File: src/rtl/mul4s_arb_pkg.sv
// Shared types and helpers for the mul4s_rr_arbiter block: operand/product
// widths, the output-slot state enum and the round-robin pick function.
package mul4s_arb_pkg;

  localparam int OPW    = 4;
  localparam int PW     = 8;
  localparam int MAXREQ = 8;
  localparam int MAXIDW = 3;

  typedef enum logic {
    EMPTY = 1'b0,
    FULL  = 1'b1
  } state_t;

  typedef struct packed {
    logic              found;
    logic [MAXIDW-1:0] idx;
  } pick_t;

  // First asserted request at or above ptr, wrapping at nreq.
  function automatic pick_t rr_pick(input logic [MAXREQ-1:0] req,
                                    input logic [MAXIDW-1:0] ptr,
                                    input int                nreq);
    pick_t r;
    int    idx;
    r = '0;
    for (int i = 0; i < MAXREQ; i++) begin
      idx = (int'(ptr) + i) % nreq;
      if ((i < nreq) && !r.found && req[idx]) begin
        r.found = 1'b1;
        r.idx   = MAXIDW'(idx);
      end
    end
    return r;
  endfunction

endpackage

File: src/rtl/mul4s_rr_arbiter_if.sv
// Requester and response channel bundle for mul4s_rr_arbiter.
// master: requesters plus downstream consumer; slave: the arbiter.
interface mul4s_rr_arbiter_if
  import mul4s_arb_pkg::*;
#(
  parameter int NREQ = 4,
  parameter int IDW  = $clog2(NREQ)
) ();

  logic [NREQ-1:0]     req_valid;
  logic [NREQ-1:0]     req_ready;
  logic [OPW*NREQ-1:0] req_a;
  logic [OPW*NREQ-1:0] req_b;
  logic                rsp_valid;
  logic                rsp_ready;
  logic [IDW-1:0]      rsp_id;
  logic signed [PW-1:0] rsp_p;

  modport master (
    output req_valid, req_a, req_b, rsp_ready,
    input  req_ready, rsp_valid, rsp_id, rsp_p
  );

  modport slave (
    input  req_valid, req_a, req_b, rsp_ready,
    output req_ready, rsp_valid, rsp_id, rsp_p
  );

endinterface

File: src/rtl/mul4s_bw.sv
// Combinational 4x4 signed Baugh-Wooley array multiplier. Partial products
// that mix one sign bit with one magnitude bit are complemented; the
// correction constant (2^4 plus an inverted MSB, i.e. 2^7) seeds the
// accumulator, and each row is added by a ripple of full-adder cells.
module mul4s_bw
  import mul4s_arb_pkg::*;
(
  input  logic signed [OPW-1:0] i_a,
  input  logic signed [OPW-1:0] i_b,
  output logic signed [PW-1:0]  o_p
);

  function automatic logic [1:0] fa_cell(input logic x, input logic y, input logic c);
    return {(x & y) | (x & c) | (y & c), x ^ y ^ c};
  endfunction

  // Accumulate the four partial-product rows onto the correction constant.
  always_comb begin : bw_array
    logic [PW-1:0] w_row;
    logic [PW-1:0] w_acc;
    logic [1:0]    w_cs;
    logic          w_c;
    w_acc = PW'(1 << OPW) | PW'(1 << (PW - 1));
    for (int i = 0; i < OPW; i++) begin
      w_row = '0;
      for (int j = 0; j < OPW; j++) begin
        if ((i == OPW - 1) != (j == OPW - 1))
          w_row[i+j] = ~(i_a[j] & i_b[i]);
        else
          w_row[i+j] = i_a[j] & i_b[i];
      end
      w_c = 1'b0;
      for (int k = 0; k < PW; k++) begin
        w_cs     = fa_cell(w_acc[k], w_row[k], w_c);
        w_acc[k] = w_cs[0];
        w_c      = w_cs[1];
      end
    end
    o_p = w_acc;
  end

endmodule

File: src/rtl/mul4s_rr_arbiter.sv
// Round-robin arbiter sharing one 4x4 signed multiplier among NREQ
// requesters, with a registered, id-tagged product slot.
// Optional macro MUL4S_ARB_PIPE_EN inserts an operand stage ahead of the
// multiplier (latency 2, throughput unchanged).
module mul4s_rr_arbiter
  import mul4s_arb_pkg::*;
#(
  parameter int NREQ = 4,
  parameter int IDW  = $clog2(NREQ)
) (
  input logic               clk,
  input logic               rst,
  mul4s_rr_arbiter_if.slave bus
);

  state_t                r_state;
  state_t                w_state_nxt;
  logic [MAXIDW-1:0]     r_ptr;
  logic [MAXREQ-1:0]     w_req8;
  pick_t                 w_pick;
  logic                  w_free;
  logic                  w_grant;
  logic                  w_load;
  logic [IDW-1:0]        w_gid;
  logic signed [OPW-1:0] w_ga;
  logic signed [OPW-1:0] w_gb;
  logic signed [OPW-1:0] w_ma;
  logic signed [OPW-1:0] w_mb;
  logic [IDW-1:0]        w_lid;
  logic signed [PW-1:0]  w_p;
  logic signed [PW-1:0]  r_p;
  logic [IDW-1:0]        r_id;

  // Slot can take a new product if empty or draining this cycle.
  assign w_free = (r_state == EMPTY) | bus.rsp_ready;

  // Widen the request vector to the package's fixed search width.
  always_comb begin
    w_req8 = '0;
    for (int i = 0; i < NREQ; i++) w_req8[i] = bus.req_valid[i];
  end

  assign w_pick = rr_pick(w_req8, r_ptr, NREQ);
  assign w_gid  = w_pick.idx[IDW-1:0];
  assign w_ga   = bus.req_a[OPW*w_gid +: OPW];
  assign w_gb   = bus.req_b[OPW*w_gid +: OPW];

`ifdef MUL4S_ARB_PIPE_EN
  logic signed [OPW-1:0] r_a_p0;
  logic signed [OPW-1:0] r_b_p0;
  logic [IDW-1:0]        r_id_p0;
  logic                  r_vld_p0;

  // Operand stage moves into the slot whenever the slot is free.
  assign w_grant = ~rst & w_pick.found & (~r_vld_p0 | w_free);
  assign w_load  = r_vld_p0 & w_free;
  assign w_ma    = r_a_p0;
  assign w_mb    = r_b_p0;
  assign w_lid   = r_id_p0;

  // Stage p0: granted operands wait here for the multiplier.
  always_ff @(posedge clk) begin
    if (rst) begin
      r_vld_p0 <= 1'b0;
      r_a_p0   <= '0;
      r_b_p0   <= '0;
      r_id_p0  <= '0;
    end else if (w_grant) begin
      r_vld_p0 <= 1'b1;
      r_a_p0   <= w_ga;
      r_b_p0   <= w_gb;
      r_id_p0  <= w_gid;
    end else if (w_free) begin
      r_vld_p0 <= 1'b0;
    end
  end
`else
  assign w_grant = ~rst & w_pick.found & w_free;
  assign w_load  = w_grant;
  assign w_ma    = w_ga;
  assign w_mb    = w_gb;
  assign w_lid   = w_gid;
`endif

  // One-hot accept to the granted requester only.
  always_comb begin
    bus.req_ready = '0;
    if (w_grant) bus.req_ready[w_gid] = 1'b1;
  end

  mul4s_bw u_mul (
    .i_a (w_ma),
    .i_b (w_mb),
    .o_p (w_p)
  );

  // Pointer moves just past the last granted requester.
  always_ff @(posedge clk) begin
    if (rst)
      r_ptr <= '0;
    else if (w_grant)
      r_ptr <= (w_pick.idx == MAXIDW'(NREQ - 1)) ? '0 : w_pick.idx + 1'b1;
  end

  // Slot state register.
  always_ff @(posedge clk) begin
    if (rst) r_state <= EMPTY;
    else     r_state <= w_state_nxt;
  end

  // Slot next state: fill on load, empty on drain without refill.
  always_comb begin
    w_state_nxt = r_state;
    case (r_state)
      EMPTY:   if (w_load) w_state_nxt = FULL;
      FULL:    if (bus.rsp_ready && !w_load) w_state_nxt = EMPTY;
      default: w_state_nxt = EMPTY;
    endcase
  end

  // Product slot: capture product and owner tag on load, hold otherwise.
  always_ff @(posedge clk) begin
    if (rst) begin
      r_p  <= '0;
      r_id <= '0;
    end else if (w_load) begin
      r_p  <= w_p;
      r_id <= w_lid;
    end
  end

  assign bus.rsp_valid = (r_state == FULL);
  assign bus.rsp_id    = r_id;
  assign bus.rsp_p     = r_p;

endmodule

File: src/flat_wrapper.sv
// flat-port wrapper written by rule: the top's interface ports become plain ports
module mul4s_rr_arbiter_flat import mul4s_arb_pkg::*;
#(
  parameter int NREQ = 4,
  parameter int IDW  = $clog2(NREQ)
)
  (clk, rst, bus_req_valid, bus_req_a, bus_req_b, bus_rsp_ready, bus_req_ready, bus_rsp_valid, bus_rsp_id, bus_rsp_p);
  mul4s_rr_arbiter_if #(.NREQ(NREQ), .IDW(IDW)) bus_i ();
  input logic clk;
  input logic rst;
  input wire logic [$bits(bus_i.req_valid)-1:0] bus_req_valid;
  input wire logic [$bits(bus_i.req_a)-1:0] bus_req_a;
  input wire logic [$bits(bus_i.req_b)-1:0] bus_req_b;
  input wire logic [$bits(bus_i.rsp_ready)-1:0] bus_rsp_ready;
  output wire logic [$bits(bus_i.req_ready)-1:0] bus_req_ready;
  output wire logic [$bits(bus_i.rsp_valid)-1:0] bus_rsp_valid;
  output wire logic [$bits(bus_i.rsp_id)-1:0] bus_rsp_id;
  output wire logic [$bits(bus_i.rsp_p)-1:0] bus_rsp_p;
  assign bus_i.req_valid = bus_req_valid;
  assign bus_i.req_a = bus_req_a;
  assign bus_i.req_b = bus_req_b;
  assign bus_i.rsp_ready = bus_rsp_ready;
  assign bus_req_ready = bus_i.req_ready;
  assign bus_rsp_valid = bus_i.rsp_valid;
  assign bus_rsp_id = bus_i.rsp_id;
  assign bus_rsp_p = bus_i.rsp_p;
  mul4s_rr_arbiter #(.NREQ(NREQ), .IDW(IDW)) u_core (.clk(clk), .rst(rst), .bus(bus_i));
endmodule
File: config.mk
export PLATFORM = sky130hd
export DESIGN_NAME = mul4s_rr_arbiter_flat
export DESIGN_NICKNAME = d
export VERILOG_FILES = /design/src/rtl/mul4s_arb_pkg.sv /design/src/rtl/mul4s_rr_arbiter_if.sv /design/src/rtl/mul4s_bw.sv /design/src/rtl/mul4s_rr_arbiter.sv /design/src/flat_wrapper.sv
export SDC_FILE = /design/constraint.sdc
export NUM_CORES = 1
export LEC_CHECK = 0
export CAP_MARGIN = 20
export CORE_AREA = 2 2 58 60
export CTS_BUF_LIST = sky130_fd_sc_hd__clkbuf_8 sky130_fd_sc_hd__clkbuf_16
export DETAILED_ROUTE_END_ITERATION = 8
export DIE_AREA = 0 0 60 62
export HOLD_SLACK_MARGIN = 0.08
export PLACE_DENSITY = 0.77
export SYNTH_ARGS = -nofsm -noshare
export SYNTH_HDL_FRONTEND = slang
export SYNTH_SLANG_ARGS = --single-unit
File: constraint.sdc
create_clock -name clk -period 9.6 [get_ports clk]
set_clock_uncertainty 0.15 [all_clocks]
set_input_delay 2.88 -clock clk [delete_from_list [all_inputs] [get_ports clk]]
set_output_delay 2.88 -clock clk [all_outputs]
set_load 0.05 [all_outputs]
* Word-level counts from Yosys, hierarchy flattened *
Index checks and enable logic that the tools add are counted.

storage, ports and cells
  bits of input ports = 39
  memory bits (read-only) = 0
  bits in writable memories = 0
  output and inout bits = 15
  bits in registers = 13
  memories = 0
  bits in latches = 0

cells by class
  add/sub/neg operators = 4
  magnitude comparators = 6
  reduce and logical (&&, ||, !) cells = 12
  shifts and indexed selects = 2
  divide/modulo/power cells = 0
  multiply operators = 0
  muxes and demuxes = 22
  eq/ne operators = 1
  bitwise logic cells = 97

operator list
  kind                 number
  $and 1x1->1          46
  $shiftx 16x5->4      2
  $mux 4               5
  $xor 1x1->1          20
  $or 1x1->1           19
  $lt 3x5->1 const B   3
  $mux 1               10
  $bmux 1 s3           3
  $not 1->1            9
  $reduce_or 2->1      3
  $logic_and 1x1->1    5
  $add 2x1->2 const B  2
  $add 2x2->2 const B  2
  $logic_not 1->1      4
  $lt 2x4->1 const B   1
  $and 1x1->1 const A  3
  $eq 3x2->1 const B   1
  $lt 2x3->1 const B   1
  $bmux 1 s2           1
  $demux 1 s2          1
  $ge 2x1->1 const B   1
  $mux 2               1
  $pmux 1 s2           1

* Longest topological paths before layout *
Gate-level depths: netlist (run 1).

  depth after elaboration = 36
  depth in mapped cells = 21

* By module *
From an unflattened synthesis (run 1), not the netlist that was laid out.

unflattened totals
  cells, all modules = 139
  area total of the unflattened synthesis = 1193.6 um^2

by module, submodules not included
  module            instances  area an instance (um^2)  cells an instance
  mul4s_rr_arbiter  1          857.1                    102
  mul4s_bw          1          336.6                    37

* Worst setup path before layout (run 1) *
No wires, ideal clock.

  kind = in2reg
  start point = input bus_req_valid[2]
  end point = register u_core.r_p[6] (netlist: u_core.bus.rsp_p[6])
  arrival time = 7413 ps
  path slack = 1952 ps
  required time = 9364 ps
  cell stages on the path = 18
  library setup time = 86 ps
  path buffers = 1
  path through = mux2i_1 nor2_1 a311oi_1 clkbuf_2 mux2_2 nor2_1 ha_1 fa_1 inv_1 fa_1 inv_1 fa_1 fa_1 inv_1 fa_1 fa_1 fa_1 a211oi_1

RTL lines
  what                  line                     source
  start, declared       flat_wrapper.sv:11       input wire logic [$bits(bus_i.req_valid)-1:0] bus_req_valid;
  end signal, assigned  mul4s_rr_arbiter.sv:127  r_p <= w_p;
  end, declared         mul4s_rr_arbiter.sv:31   logic signed [PW-1:0] r_p;

* Final worst setup path (run 1) *
  start point = input bus_req_valid[0]
  end point = output bus_req_ready[0]

between the ends
  cells in the longest elaborated chain, start to end = 17
  elaborated cells between the ends (all ways) = 29

ends and longest elaborated chain
  what                                                                   line                    source
  $bmux 1 s2                                                             mul4s_arb_pkg.sv:29     if ((i < nreq) && !r.found && req[idx]) begin
  $mux 1 (not written as such)                                           mul4s_arb_pkg.sv:29
  $mux 4                                                                 mul4s_arb_pkg.sv:29
  $logic_not 1->1                                                        mul4s_arb_pkg.sv:29
  $logic_and 1x1->1                                                      mul4s_arb_pkg.sv:29
  $mux 4                                                                 mul4s_arb_pkg.sv:29
  $logic_not 1->1                                                        mul4s_arb_pkg.sv:29
  $logic_and 1x1->1                                                      mul4s_arb_pkg.sv:29
  $mux 4                                                                 mul4s_arb_pkg.sv:29
  $logic_not 1->1                                                        mul4s_arb_pkg.sv:29
  $logic_and 1x1->1                                                      mul4s_arb_pkg.sv:29
  $mux 4 *                                                               mul4s_arb_pkg.sv:29
  $lt 2x3->1 (not written as such) / $ge 2x1->1 (equally long branches)  mul4s_rr_arbiter.sv:88  if (w_grant) bus.req_ready[w_gid] = 1'b1;
  $logic_and 1x1->1 (not written as such)                                mul4s_rr_arbiter.sv:88
  $mux 1 (not written as such)                                           mul4s_rr_arbiter.sv:88
  $demux 1 s2                                                            --
  $mux 4 *                                                               mul4s_rr_arbiter.sv:88
  end, declared                                                          flat_wrapper.sv:15      output wire logic [$bits(bus_i.req_ready)-1:0] bus_req_ready;

Every way passes the cells marked *; elsewhere a longest branch is shown, timed or not. The select of a mux whose other input is x is not followed.

==> results of run 1 <==
## kinds of logic after synthesis
group,share of synthesized area
AND/OR/NAND/NOR,0.170
multiplexers,0.216
AO/OA/AOI/OAI,0.110
buffers and inverters,0.0797
adder cells (fa/ha/maj),0.212
flip-flops,0.212
## per-layer routing
metal / track usage / wire (µm)
met1: 0.169 / 1120
met2: 0.315 / 1670
met3: 0.0373 / 117
met4: 0.0603 / 27
met5: 0 / 0
## worst max-delay path by stage
stage               depth (start not counted)                  end  slack [ns]
global route                                8     bus_req_ready[0]        0.53
global placement                            8     bus_req_ready[0]        0.92
detailed placement                          8     bus_req_ready[0]        0.76
floorplan                                  18  u_core.bus.rsp_p[6]        1.95
CTS                                         8     bus_req_ready[0]        0.75
finish                                      8     bus_req_ready[0]        0.74
## layout by cell type, fill, tap and decap left out, types with 3 or more instances in the layout
cell type	Yosys	final
nand2b_1	6	6
clkdlybuf4s50_1	0	53
o21ai_1	7	7
a211oi_1	4	4
and2_1	4	4
ha_1	8	8
nor2_1	17	17
mux2_2	7	7
dfxtp_1	13	13
or2_1	3	3
a21oi_1	3	3
nand3b_1	3	3
clkbuf_8	0	3
inv_1	11	12
nand2_1	5	5
fa_1	8	8
mux2i_1	17	17
## worst max-delay path: cells and delay by family
family | cells | cell delay (ns)
compound gates | 1 | 0.84
fa+ha+maj | 1 | 0.28
buf+inv | 3 | 1.44
mux | 1 | 0.18
simple gates | 2 | 0.21
## area by class of cell
| type | count | area (µm²) |
|---|---|---|
| clock inverters | 1 | 3.75 |
| flip-flops and latches | 13 | 260 |
| multi-input cells | 101 | 878 |
| inverters | 11 | 41.3 |
| repair buffers | 54 | 542 |
| clock buffers | 3 | 41.3 |
| fillers | 298 | 1360 |
| well taps | 46 | 57.6 |
## through the flow
stage	worst slack, ns	util	std cells
6_report	0.739	0.574	229
5_1_grt	0.534	0.574	229
4_1_cts	0.746	0.570	228
3_5_place_dp	0.759	0.556	224
3_3_place_gp	0.920	0.556	224
2_1_floorplan	1.95	-	131
## power breakdown
group / leakage [µW] / internal [µW] / total (µW) / switching (µW)
logic: 0.000604 / 112 / 258 / 146
clock network: 0.0000269 / 28.2 / 47.7 / 19.4
registers: 0.000108 / 68.9 / 79.0 / 10.1
## flip-flops by register name (all words and copies together), names as in the netlist
signal / cells
u_core.bus.rsp_p: 8
u_core.bus.rsp_id: 2
u_core.r_ptr: 2
u_core.bus.rsp_valid: 1
==> results.md, run 1 <==
- Seq/Total Area, Yosys: 0.212
- Hold-critical path depth: 2
- H-tree Lvls: 1
- Synthesis-to-finish area growth: 48.9%
- Vias: roughly 1,100
- P_leak: 0.000739 µW
- Setup Buffers After CTS: 0
- Routed vias/inst: ~4.8
- Critical Path RT: about 6.6 ns
- RSZ-0062 raised after global routing: false
- Vias in the first global route: around 1,100
- Crit-path cells: clkdlybuf4s50_1 -> mux2i_1 -> nor2_1 -> a311oi_2 -> inv_1 -> ha_1 -> and2_1 -> clkdlybuf4s50_1
- CTS tree: yes
- Final instance area: approximately 1800 µm²
- Critical Path AT: just under 6 ns
- Outcome: completed
- Clock slew at reported path FFs: about 0.05 ns
- Post-cts repair resize count: 0
- Total Power: between 300 and 400 µW
- Worst-path maximum fanout: 12
- Later-pin clock latency in the skew report: around 0.24 ns
- Clock Path Buffers: 2
- CP Capture Type: output port
- Number of synthesized register bits: 13
- GPL Wtd Cong: 0.769
- Syn_area_per_cell: 9.35 µm²
- Antenna Cells: 0
- Post-DRT Antenna Nets: 0
- HP Start: u_core.bus.rsp_p[1]
- Gr usage total: 0.162
- Worst setup SP type: input pin
- CP Class: in2out
- Hold path endpoint: u_core.bus.rsp_p[1]
- Initial antenna violation count: 0
- DRT Pass-1 Iters: 4
- Commonest cells in the netlist: mux2i_1 (17), nor2_1 (17), dfxtp_1 (13)
- Die area: 3720 µm²
- Max Cap Viol: 0
- DP Area: ~1800 µm²
- Hold_ws: ~0.32 ns
- Root Buffer: clkbuf_8
- Synth Warn #: 0
- Port Buffer Count: 53
- CTS Buf Count: 3
- Post-DP HPWL: between 2000 and 2500 µm
- R2r startpoint: u_core.r_ptr[1]
- Core Rows: 21
- Worst path slowest cell: a311oi_2
- Reg2reg end: u_core.bus.rsp_p[6]
- First-pass GRT wire length: 4460 µm
- Mapped Area: around 1200 µm²
- IO Pins: 54
- Synthesized instance count: around 130
- Post-synth EDFFs: 0
- Reg2reg path depth: 17
- Final Slew Violations: 0
- # setup viols final: 0
- Initial standard-cell utilization of the core: 0.385
- Top cell type's share of synthesized area: 0.212
- Die X: approximately 60 µm
- Post-synthesis async set-or-reset flop share: 0
- Crit path top cell by count: clkdlybuf4s50_1
- Final nets: between 200 and 250
- Final TNS setup: 0 ns
- Synth top area cells: dfxtp_1 (21%), mux2i_1 (14%), fa_1 (13%)
- Leading area contributor after synthesis: dfxtp_1
- Post-Synthesis Net Count: approximately 190
- Cell Pwr Density: 211 nW/µm²
- CP Launch Point: bus_req_valid[0]
- Final wirelength: 2940 µm
- Share of layout cells above drive strength 1: 0.0929
- GRT overflow: 0
- Post-route DRC violation count: 0
- Peak VDD IR: slightly above 0.1 mV
- Reg-to-reg slack, setup: ~3.8 ns
- Post-synth cell types: 27
- Post-CTS Hold Fix Bufs: 0
- Clock tree sinks: 13
- Maximum clock frequency: ~110 MHz
- Worst slew margin: 0.345
- Die height: slightly above 60 µm
- Fin. Hold Viols: 0
- Core Footprint: about 3200 µm²
- DR WL/cell: approximately 13 µm
- Fin crit share: 0.923
- Pin count of the biggest net entering global routing: 24
- Period minus WS final: 8.86 ns
- Worst path max stage delay: approximately 0.84 ns
- Worst hold path class: reg2reg
- Primary FF master, synth: dfxtp_1
- Slew @ Worst Pin: 0.983 ns
- First DRT Iteration DRCs: 24
No activity file was read; power rests on OpenSTA's default activity.
==> inputs of run 2 (changes only) <==
Settings changed: PLACE_DENSITY 0.77 to 0.74.
==> run 2 against run 1 <==
  * First-iteration DRC count is 42% higher
  * Global-route usage hardly changed
  * Sequential cell count stayed put
  * Largest power group unchanged
==> results.md, run 2 (same netlist as run 1, synthesis figures left out) <==
- Period minus WS final: roughly 9 ns
- Fin. Hold Viols: 0
- Fillers: between 200 and 300
- Clock power frac: 0.122
- # setup viols final: 0
- CTS tree: yes
- CP Class: in2out
- Core Footprint: 3180 µm²
- GPL Wtd Cong: about 0.75
- Routed vias/inst: 4.79
- Worst hold path class: reg2reg
- CTS Buf Count: 3
- Reg2reg path depth: 17
- Setup Slack @ Placement: 0.812 ns
- Switching portion of total power: 0.451
- Share of layout cells above drive strength 1: 0.0929
- Die height: about 62 µm
- Die area: ~3700 µm²
- P_leak: 0.000739 µW
- Multi-input gate area: about 880 µm²
- Post-DRT Antenna Nets: 0
- Crit-path leading delay family: buffers and inverters
- Final wirelength: ~2900 µm
- Maximum clock frequency: ~110 MHz
- Final setup margin: between 0.8 and 0.9 ns
- Fin crit share: 0.916
- Final nets: about 240
- Crit path top cell by count: clkdlybuf4s50_1
- Seq pwr share: 0.207
- Post-route DRC violation count: 0
- IO Pins: between 50 and 60
- Setup Buffers After CTS: 0
- Pin count of the biggest net entering global routing: 24
- Die X: around 60 µm
- First-pass GRT wire length: about 4500 µm
- RSZ-0062 raised after global routing: false
- Post-CTS Hold Fix Bufs: 0
- Final TNS setup: 0 ns
- Worst path max stage delay: about 0.85 ns
- Psw: around 170 µW
- Synthesis-to-finish area growth: 48.9%
- Later-pin clock latency in the skew report: ~0.24 ns
- Hold-critical path depth: 2
- Reg-to-reg slack, setup: 3.73 ns
- CP Launch Point: bus_req_valid[0]
- Critical Path AT: around 5.8 ns
- Clock Path Buffers: 2
- Gr usage total: 0.163
- Critical Path RT: ~6.6 ns
- Worst setup SP type: input pin
- Post-cts repair resize count: 0
- Initial standard-cell utilization of the core: 0.385
- CP Capture Type: output port
- Port Buffer Count: between 50 and 60
- DR WL/cell: roughly 13 µm
- FF/Latch Area: between 200 and 300 µm²
- Max FFs per register: 8
- Logic gate share of total power: 0.671
- Clock slew at reported path FFs: 0.05 ns
- Max Cap Viol: 0
- Hold_ws: approximately 0.32 ns
- Core Rows: 21
- First DRT Iteration DRCs: 34
- Worst path slowest cell: a311oi_2
- H-tree Lvls: 1
- Vias in the first global route: 1,091
- Total Power: about 380 µW
- Root Buffer: clkbuf_8
- Vias: between 1,000 and 1,500
- GRT overflow: 0
- Slew @ Worst Pin: approximately 1.0 ns
- DRT Pass-1 Iters: 4
- R2r startpoint: u_core.r_ptr[1]
- Initial antenna violation count: 0
- Peak VDD IR: approximately 0.11 mV
- Antenna Cells: 0
- Worst slew margin: 0.333
- Most frequent cells in the layout: clkdlybuf4s50_1 (53), mux2i_1 (17), nor2_1 (17)
- Cell Pwr Density: 207 nW/µm²
- Worst-path maximum fanout: 12
- Outcome: completed
- Clock tree sinks: 13
- HP Start: u_core.bus.rsp_p[3]
- Commonest non-fill, non-tap cell in the layout: clkdlybuf4s50_1
- Int Pwr: about 210 µW
- Hold path endpoint: u_core.bus.rsp_p[3]
- Post-DP HPWL: between 2000 and 2500 µm
- Final Slew Violations: 0
- Crit path buf inv count: 3
- Crit-path cells: clkdlybuf4s50_1 -> mux2i_1 -> nor2_1 -> a311oi_2 -> inv_1 -> ha_1 -> and2_1 -> clkdlybuf4s50_1
- Reg2reg end: u_core.bus.rsp_p[6]
## run 2: area by class of cell
class,count,area share
clock buffer,3,0.0226
clock inverter,1,0.00206
inverter,11,0.0226
multi-input combinational,101,0.481
sequential,13,0.143
tap,46,0.0316
timing repair buffer,54,0.297
## run 2: worst min-delay path, cell delays in order, from the launching register on
cell and delay [ns]:
dfxtp_1 0.31, nand2b_1 0.06, o21ai_1 0.05
## run 2: per-layer routing
| layer | vias up | GRT usage | wire [µm] |
|---|---|---|---|
| li1 | 545 | - | - |
| met1 | 524 | 0.170 | 1140 |
| met2 | 25 | 0.314 | 1580 |
| met3 | 4 | 0.0331 | 120 |
| met4 | 0 | 0.0698 | 40 |
| met5 | - | 0 | 0 |
## run 2: power by group through the flow
stage | clock, µW | sequential (µW) | combinational [µW]
global route | 50.4 | 80.0 | 281
CTS | 48.1 | 78.1 | 257
floorplan | 0 | 123 | 143
global placement | 0 | 78.8 | 249
detailed placement | 0 | 79.1 | 256
finish | 46.1 | 78.1 | 253
## run 2: stage by stage
stage / instance area (µm²) / std cells / util
3_5_place_dp: 1770 / 224 / 0.556
4_1_cts: 1810 / 228 / 0.570
5_1_grt: 1820 / 229 / 0.574
2_1_floorplan: 1220 / 131 / -
3_3_place_gp: 1770 / 224 / 0.556
6_report: 1820 / 229 / 0.574
## run 2: worst max-delay path by stage
stage | slack (ns) | depth (start not counted) | endpoint
5_1_grt | 0.62 | 8 | bus_req_ready[2]
3_3_place_gp | 0.92 | 8 | bus_req_ready[2]
3_5_place_dp | 0.81 | 8 | bus_req_ready[2]
6_report | 0.81 | 8 | bus_req_ready[2]
2_1_floorplan | 1.95 | 18 | u_core.bus.rsp_p[6]
4_1_cts | 0.81 | 8 | bus_req_ready[2]
